==> config.mk <==
export PLATFORM = sky130hd
export DESIGN_NAME = dvs_aer_rx
export DESIGN_NICKNAME = d
export VERILOG_FILES = /design/src/rtl/dvs_aer_rx.sv
export SDC_FILE = /design/constraint.sdc
export NUM_CORES = 1
export LEC_CHECK = 0
export ABC_CLOCK_PERIOD_IN_PS = 1900
export CORE_MARGIN = 5
export CORE_UTILIZATION = 40
export CTS_BUF_LIST = sky130_fd_sc_hd__clkbuf_16
export DETAILED_ROUTE_END_ITERATION = 16
export DONT_BUFFER_PORTS = 1
export PLACE_DENSITY_LB_ADDON = 0.3
export SLEW_MARGIN = 20
export SYNTH_ARGS = -nofsm -noshare
export SYNTH_HDL_FRONTEND = slang
export SYNTH_SLANG_ARGS = --single-unit
==> constraint.sdc <==
create_clock -name clk -period 1.9 [get_ports clk]
set_input_delay 0.095 -clock clk [delete_from_list [all_inputs] [get_ports clk]]
set_output_delay 0.095 -clock clk [all_outputs]
set_load 0.02 [all_outputs]
==> src/rtl/dvs_aer_rx.sv <==
// dvs_aer_rx: DVS camera AER receiver. Synchronizes the 4-phase req/ack
// handshake into clk, packs {pol, y, x} into one word and writes it to the
// event FIFO, applying a drop-or-stall policy when the FIFO is full.
// Optional build macro: DVS_AER_DROP_COUNT_EN adds drop_clr / drop_count.
module dvs_aer_rx #(
  parameter int unsigned X_W          = 8,
  parameter int unsigned Y_W          = 8,
  parameter int unsigned DATA_W       = X_W + Y_W + 1,
  parameter int unsigned SYNC_STAGES  = 2,
  parameter int unsigned DROP_ON_FULL = 1
`ifdef DVS_AER_DROP_COUNT_EN
  ,
  parameter int unsigned CNT_W        = 16
`endif
) (
  input  logic              clk,
  input  logic              rst_n,
  input  logic              enable,
  input  logic              aer_req,
  input  logic [X_W-1:0]    aer_x,
  input  logic [Y_W-1:0]    aer_y,
  input  logic              aer_pol,
  output logic              aer_ack,
  output logic [DATA_W-1:0] fifo_data,
  output logic              fifo_push,
  input  logic              fifo_full
`ifdef DVS_AER_DROP_COUNT_EN
  ,
  input  logic              drop_clr,
  output logic [CNT_W-1:0]  drop_count
`endif
);

  // One-hot encoding so aer_ack / fifo_push come straight off a single flop.
  typedef enum logic [3:0] {
    StIdle  = 4'b0001,
    StStall = 4'b0010,
    StPush  = 4'b0100,
    StAck   = 4'b1000
  } state_e;

  state_e                 state_q;
  logic [SYNC_STAGES-1:0] sync_q;
  logic [SYNC_STAGES-1:0] fill_q;
  logic                   armed_q;
  logic                   req_s;

  assign req_s     = sync_q[SYNC_STAGES-1];
  assign fifo_push = state_q[2];
  assign aer_ack   = state_q[3];

  // Synchronize aer_req and arm once a genuine low has been observed.
  // fill_q marks when the chain holds real samples rather than reset zeros,
  // so a request held high across reset cannot arm the receiver.
  always_ff @(posedge clk or negedge rst_n) begin
    if (!rst_n) begin
      sync_q  <= '0;
      fill_q  <= '0;
      armed_q <= 1'b0;
    end else begin
      sync_q  <= {sync_q[SYNC_STAGES-2:0], aer_req};
      fill_q  <= {fill_q[SYNC_STAGES-2:0], 1'b1};
      armed_q <= armed_q | (fill_q[SYNC_STAGES-1] & ~req_s);
    end
  end

  // Handshake FSM, event capture and (optionally) the drop counter.
  always_ff @(posedge clk or negedge rst_n) begin
    if (!rst_n) begin
      state_q    <= StIdle;
      fifo_data  <= '0;
`ifdef DVS_AER_DROP_COUNT_EN
      drop_count <= '0;
`endif
    end else begin
      unique case (state_q)
        StIdle: begin
          if (req_s && enable && armed_q) begin
            fifo_data <= {aer_pol, aer_y, aer_x};
            if (!fifo_full) begin
              state_q <= StPush;
            end else if (DROP_ON_FULL != 0) begin
              // Ack without pushing: the event is discarded.
              state_q <= StAck;
`ifdef DVS_AER_DROP_COUNT_EN
              if (drop_count != '1) drop_count <= drop_count + 1'b1;
`endif
            end else begin
              state_q <= StStall;
            end
          end
        end
        StStall: begin
          if (!fifo_full) state_q <= StPush;
        end
        StPush: begin
          state_q <= StAck;
        end
        StAck: begin
          if (!req_s) state_q <= StIdle;
        end
        default: begin
          state_q <= StIdle;
        end
      endcase
`ifdef DVS_AER_DROP_COUNT_EN
      // Clear overrides any increment in the same cycle.
      if (drop_clr) drop_count <= '0;
`endif
    end
  end

endmodule

==> results of run 1 <==
==> cell families after synthesis <==
logic type / count (synthesis) / synth area share (%)
flops: 25 / 68.6
buf+inv: 3 / 2.88
compound gates: 3 / 2.19
simple gates: 6 / 4.93
other cells: 1 / 0.411
mux: 17 / 21.0
==> routing by layer <==
layer | GRT usage, % | vias to the layer above
li1 | - | 233
met1 | 10.5 | 273
met2 | 20.2 | 14
met3 | 2.45 | 2
met4 | 5.96 | 0
met5 | 0 | -
==> power groups by stage <==
stage | Clock (mW) | Combinational (mW) | Sequential (mW)
after CTS | 0.462 | 0.172 | 0.858
after global routing | 0.478 | 0.190 | 0.868
after global placement | 0 | 0.123 | 0.865
final | 0.450 | 0.171 | 0.854
after floorplan | 0 | 0.119 | 0.842
after detailed placement | 0 | 0.133 | 0.869
==> layout by cell type, fill, tap and decap left out <==
| cell type | instances |
|---|---|
| buf_2 | 1 |
| dlygate4sd3_1 | 19 |
| nor2b_1 | 1 |
| buf_4 | 2 |
| nand4b_1 | 1 |
| nor2_1 | 1 |
| nand3b_1 | 1 |
| clkinv_2 | 1 |
| inv_1 | 1 |
| clkbuf_16 | 3 |
| conb_1 | 1 |
| mux2_1 | 1 |
| a21oi_1 | 1 |
| nand2b_1 | 1 |
| a21o_1 | 2 |
| mux2_2 | 16 |
| nor3b_2 | 1 |
| dfstp_2 | 1 |
| dfrtp_1 | 24 |
==> worst paths after layout <==
check                                endpoint  slack [ns]  cells after the start        from
worst max-delay path            fifo_data[15]        0.27                      4  state_q[3]
worst min-delay path             fifo_data[1]       0.004                      1    aer_x[1]
worst min register to register      fill_q[1]        0.34                      0   fill_q[0]
max in group asynchronous          state_q[0]        1.18                      2       rst_n
min in group asynchronous       fifo_data[13]        0.35                      2       rst_n
worst max register to register  fifo_data[15]        0.27                      4  state_q[3]
==> cell type report <==
type | count | share of cell area (%)
timing repair buffer | 22 | 17.3
clock buffer | 3 | 6.17
sequential | 25 | 51.5
multi-input combinational | 27 | 21.4
tap | 28 | 2.88
inverter | 1 | 0.309
clock inverter | 1 | 0.412
==> through the flow <==
stage                     hold WS (ns)  worst slack (ns)  utilization (%)  power, mW  instances
after global placement          -0.200             0.320             42.9      0.988         83
after floorplan                 -0.201             0.373                -      0.961         55
after global routing         0.0000432             0.193             55.5       1.54        107
final                          0.00435             0.275             55.5       1.48        107
after CTS                     0.000256             0.253             54.8       1.49        105
after detailed placement        -0.200             0.277             42.9       1.00         83
==> worst max-delay path: stages, from the launching register on <==
cell and delay (ns):
dfrtp_1 0.47, nand4b_1 0.24, nor3b_2 0.22, buf_4 0.22, mux2_2 0.35
==> sequential cells by signal, indices dropped and copies added, names as in the netlist <==
signal / count
sync_q: 2
fill_q: 2
armed_q: 1
state_q: 3
fifo_data: 17
==> cell usage after synthesis <==
cell,instances
conb_1,1
mux2_1,1
a21oi_1,1
buf_6,2
nor3b_2,1
mux2_2,16
nand3b_1,1
nand4b_1,1
nor2_1,1
nand2b_1,1
nor2b_1,1
inv_1,1
dfrtp_1,24
dfstp_2,1
a21o_1,2
==> flow_summary.rst, run 1 <==
.. list-table::
   :header-rows: 1

   * - Metric
     - Value
   * - Leading post-synthesis cells by cell area
     - dfrtp_1, mux2_2, dfstp_2
   * - Via count of the first global-routing pass
     - 629
   * - Cts-stage hold buffer count
     - 18
   * - Switching power total
     - roughly 430 uW
   * - Final design instance area without fill
     - roughly 1200 um^2
   * - Sequential cell area in the final layout
     - 627 um^2
   * - Switch share
     - 29.2%
   * - Share of power burned in registers
     - 57.9%
   * - Post-Syn Nets
     - 77
   * - Peak fanout along the critical path
     - 12
   * - Portion of the clock cycle consumed by the worst path in the final layout
     - 85.5%
   * - Total number of clock tree sinks
     - 25
   * - CTS Buf Count
     - 3
   * - Total wire length
     - 1.71 mm
   * - Sum of negative setup slack
     - 0 ns
   * - Max-cap violation count
     - 0
   * - Die width
     - 57.8 um
   * - Antenna-violating nets left
     - 0
   * - Yosys reg bits
     - 25
   * - Aggregate global routing overflow
     - 0
   * - Total via count after detailed routing
     - 522
   * - Outcome
     - finished clean
   * - Static power due to leakage
     - ~0.53 nW
   * - Number of antenna violations at the first check in global routing
     - 0
   * - Power per Cell Area
     - 1210 nW/um^2
   * - Layout-stage area growth over the synthesis result
     - 33.2%
   * - Share of layout cells above drive strength 1
     - 31.6%
   * - Hold Vio Cnt, Final
     - 0
   * - GP Congestion
     - 0.668
   * - Count of pins on the block boundary
     - 41
   * - Detailed-route wire length per cell
     - 15.9 um
   * - Post-Synthesis Mean Instance Area
     - between 15 and 20 um^2
   * - Global-route usage over all layers
     - 10.7%
   * - Leading area contributor after synthesis
     - dfrtp_1
   * - Sort of element at the start of the critical path
     - flop
   * - Core Rows
     - 17
   * - Largest net degree at the start of global routing
     - 26
   * - Buffers inserted during post-CTS setup optimization
     - 0
   * - Combinational share of power
     - 11.6%
   * - Area of the mapped netlist
     - a little over 900 um^2
   * - TritonCTS clock tree
     - built
   * - Sequential element share of the synthesized area
     - 68.6%
   * - Worst-Margin Slew
     - 0.539 ns
   * - Post-layout nets
     - approximately 100
   * - Fraction of power consumed by the clock network
     - 30.5%
   * - Crit path DAT
     - 1.76 ns
   * - Highest metal layer with signal wires
     - met4
   * - First-pass GRT wire length
     - 2.71 mm
   * - Count of yosys warnings during synthesis
     - 0
   * - Final-report setup violation count
     - 0
   * - Via density per instance
     - 4.88
   * - Maximum level of the CTS H-tree
     - 1
   * - Insertion delay to the later sink of the worst-skew pair
     - 0.25 ns
   * - DR pass1 iterations
     - 2
   * - Quantity of gates resized following cts
     - 0
   * - Count of buffers from port buffering
     - 0
   * - Starting utilization of the core area
     - 41.7%
   * - HPWL after detailed placement
     - 1.16 mm
   * - Clock-pin slew of the registers on the worst-case setup and hold paths
     - 0.06 ns
   * - Routed wl met2
     - around 980 um
   * - Clock Skew
     - a little under 0.006 ns
   * - Drt first-iter violations
     - 4
   * - Buffer levels on the longest clock path
     - 2
   * - Total count of max-transition violations in the final report
     - 0
   * - Worst rel slew slack
     - 64.1%
   * - Remaining design rule violation count
     - 0
   * - Post-route met1 wirelength
     - 605 um
   * - Count of fill cells added during filler insertion
     - about 180
   * - Distinct cells, synth
     - 15
   * - Die Height
     - 57.8 um
   * - Die Area
     - 3340 um^2
   * - Unrepaired setup endpoints after global routing
     - false
   * - Core footprint
     - around 2200 um^2
   * - Maximum vdd ir drop
     - 0.000835 V
   * - Post-route minimum period
     - 1.63 ns
   * - Post-DP Area
     - 941 um^2
   * - Area share of the largest cell type after synthesis
     - approximately two thirds
   * - Wire length on met3
     - around 90 um
   * - Max Clock Freq
     - 615 MHz
   * - Hold Path Class
     - in2reg
   * - Crit end category
     - flop
   * - Internal power
     - 1.04 mW
   * - Clock tree root driver cell
     - clkbuf_16
   * - Synthesized instance count
     - between 50 and 60
   * - Antenna fix cells
     - 0
   * - Required time reported for the critical path endpoint
     - just over 2 ns
   * - Setup CP Type
     - reg2reg
   * - Multi-input logic area
     - around 260 um^2
Note: power is estimated with default switching activity, not from simulation.
==> inputs of run 2 (changes only) <==
Settings changed: CELL_PAD_IN_SITES_DETAIL_PLACEMENT set to 0, CELL_PAD_IN_SITES_GLOBAL_PLACEMENT set to 1.
==> flow_summary.rst, run 2 (synthesis results as in run 1) <==
.. list-table::
   :header-rows: 1

   * - Metric
     - Value
   * - Outcome
     - finished clean
   * - Post-route insts no fill
     - 108
   * - TritonCTS clock tree
     - built
   * - Insertion delay to the later sink of the worst-skew pair
     - roughly 0.25 ns
   * - Global-route usage over all layers
     - 10.1%
   * - Maximum level of the CTS H-tree
     - 1
   * - Antenna fix cells
     - 0
   * - Endpoint of the worst register-to-register path
     - fifo_data[11]
   * - Total number of clock tree sinks
     - 25
   * - HPWL after detailed placement
     - approximately 1.1 mm
   * - Buffer levels on the longest clock path
     - 2
   * - Remaining design rule violation count
     - 0
   * - Total via count after detailed routing
     - around 520
   * - Placed cells
     - 83
   * - Die Area
     - ~3300 um^2
   * - Clock-pin slew of the registers on the worst-case setup and hold paths
     - 0.06 ns
   * - Final-report setup violation count
     - 0
   * - Share of layout cells above drive strength 1
     - 30.0%
   * - First-pass GRT wire length
     - approximately 2.6 mm
   * - Minimum setup slack among reg-to-reg paths
     - approximately 0.28 ns
   * - Most frequent standard cell in the layout excluding fill and tap cells
     - dfrtp_1
   * - Hold Vio Cnt, Final
     - 0
   * - Total count of max-transition violations in the final report
     - 0
   * - Die Height
     - 57.8 um
   * - GP Congestion
     - 0.627
   * - Power after layout
     - approximately 1.5 mW
   * - Number of antenna violations at the first check in global routing
     - 0
   * - Sum of negative setup slack
     - 0 ns
   * - Aggregate global routing overflow
     - 0
   * - Die width
     - 57.8 um
   * - Starting utilization of the core area
     - between 40% and 50%
   * - Layout-stage area growth over the synthesis result
     - 35.8%
   * - Crit path DAT
     - 1.76 ns
   * - Buffers inserted during post-CTS setup optimization
     - 0
   * - Total wire length
     - 1.56 mm
   * - Commonest cells after routing, fill and taps aside
     - dfrtp_1, dlygate4sd3_1, mux2_2
   * - Core Rows
     - 17
   * - Crit end category
     - flop
   * - Post-route minimum period
     - 1.62 ns
   * - DR pass1 iterations
     - 2
   * - Max-cap violation count
     - 0
   * - Core footprint
     - 2190 um^2
   * - Largest net degree at the start of global routing
     - 26
   * - Static power due to leakage
     - 0.537 nW
   * - CTS Buf Count
     - 3
   * - Depth of the worst register-to-register path
     - 4
   * - Final standard cell utilization of the core
     - a little under three fifths
   * - Reg2reg start
     - state_q[3]
   * - Max Clock Freq
     - between 600 and 700 MHz
   * - Count of pins on the block boundary
     - slightly above 40
   * - Detailed-route wire length per cell
     - 14.5 um
   * - Unrepaired setup endpoints after global routing
     - false
   * - Maximum vdd ir drop
     - 0.000743 V
   * - Count of buffers from port buffering
     - 0
   * - Post-layout nets
     - 103
   * - Via count of the first global-routing pass
     - 561
   * - Via density per instance
     - about 4.8
   * - Hold Path Class
     - in2async
   * - Clock tree root driver cell
     - clkbuf_16
   * - Power per Cell Area
     - 1190 nW/um^2
   * - Antenna-violating nets left
     - 0
   * - Setup CP Type
     - reg2reg
   * - Sort of element at the start of the critical path
     - flop
   * - Peak fanout along the critical path
     - 12
   * - Drt first-iter violations
     - 1
   * - Required time reported for the critical path endpoint
     - 2.03 ns
   * - Most flop-heavy register
     - fifo_data
   * - Leading registers by flop count
     - fifo_data (17), state_q (3)
   * - Portion of the clock cycle consumed by the worst path in the final layout
     - 85.4%
   * - Number of flip-flops under the largest register name
     - 17
   * - Clock Skew
     - 0.00411 ns
## run 2: changes by cell type in the layout (fill, tap and decap cells not counted)
cell and delta:
buf_12 +1, buf_2 -1, clkinv_2 -1, dlygate4sd3_1 +1, inv_1 +1
## run 2: cell type report
cell class	instances	area (um^2)
repair buffers	23	235
inverters	1	3.75
well taps	28	35.0
multi-input cells	27	260
fillers	170	951
clock inverters	1	3.75
flip-flops and latches	25	627
clock buffers	3	75.1
## run 2: how the worst max path moves through the flow
stage | from | endpoint | slack, ns | cells past startpoint
finish | state_q[3] | fifo_data[11] | 0.28 | 4
floorplan | state_q[3] | fifo_data[0] | 0.37 | 4
detailed placement | state_q[3] | fifo_data[15] | 0.29 | 4
global placement | state_q[3] | fifo_data[11] | 0.31 | 4
global route | state_q[3] | fifo_data[11] | 0.16 | 4
CTS | state_q[3] | fifo_data[15] | 0.28 | 4
## run 2: metal layers
layer / share of wire, % / up-vias / wire length, um / track usage [%]
li1: - / 237 / - / -
met1: 36 / 261 / 567 / 10.6
met2: 54 / 15 / 844 / 16.9
met3: 7.9 / 4 / 123 / 4.90
met4: 1.6 / 0 / 25 / 4.97
met5: 0 / - / 0 / 0
## run 2: power breakdown
part           leakage [nW]  switching [mW]  internal [mW]
Sequential            0.294           0.208          0.646
Combinational         0.201          0.0543          0.121
Clock                0.0423           0.161          0.280
## run 2: worst max-delay path, stage by stage (launching register included)
cell	delay [ns]
dfrtp_1	0.47
nand4b_1	0.23
nor3b_2	0.22
buf_4	0.23
mux2_2	0.36
## run 2: timing repair
action,in CTS,in global routing
endpoints found under the hold margin,45,0
gates resized for setup,0,0
hold buffers,21,0
## run 2: through the flow
stage | setup WS (ns) | cell area, um^2 | hold slack [ns]
CTS | 0.279 | 1240 | 0.266
global placement | 0.312 | 941 | -0.200
global route | 0.159 | 1240 | 0.295
finish | 0.277 | 1240 | 0.275
detailed placement | 0.294 | 941 | -0.200
floorplan | 0.373 | 913 | -0.201
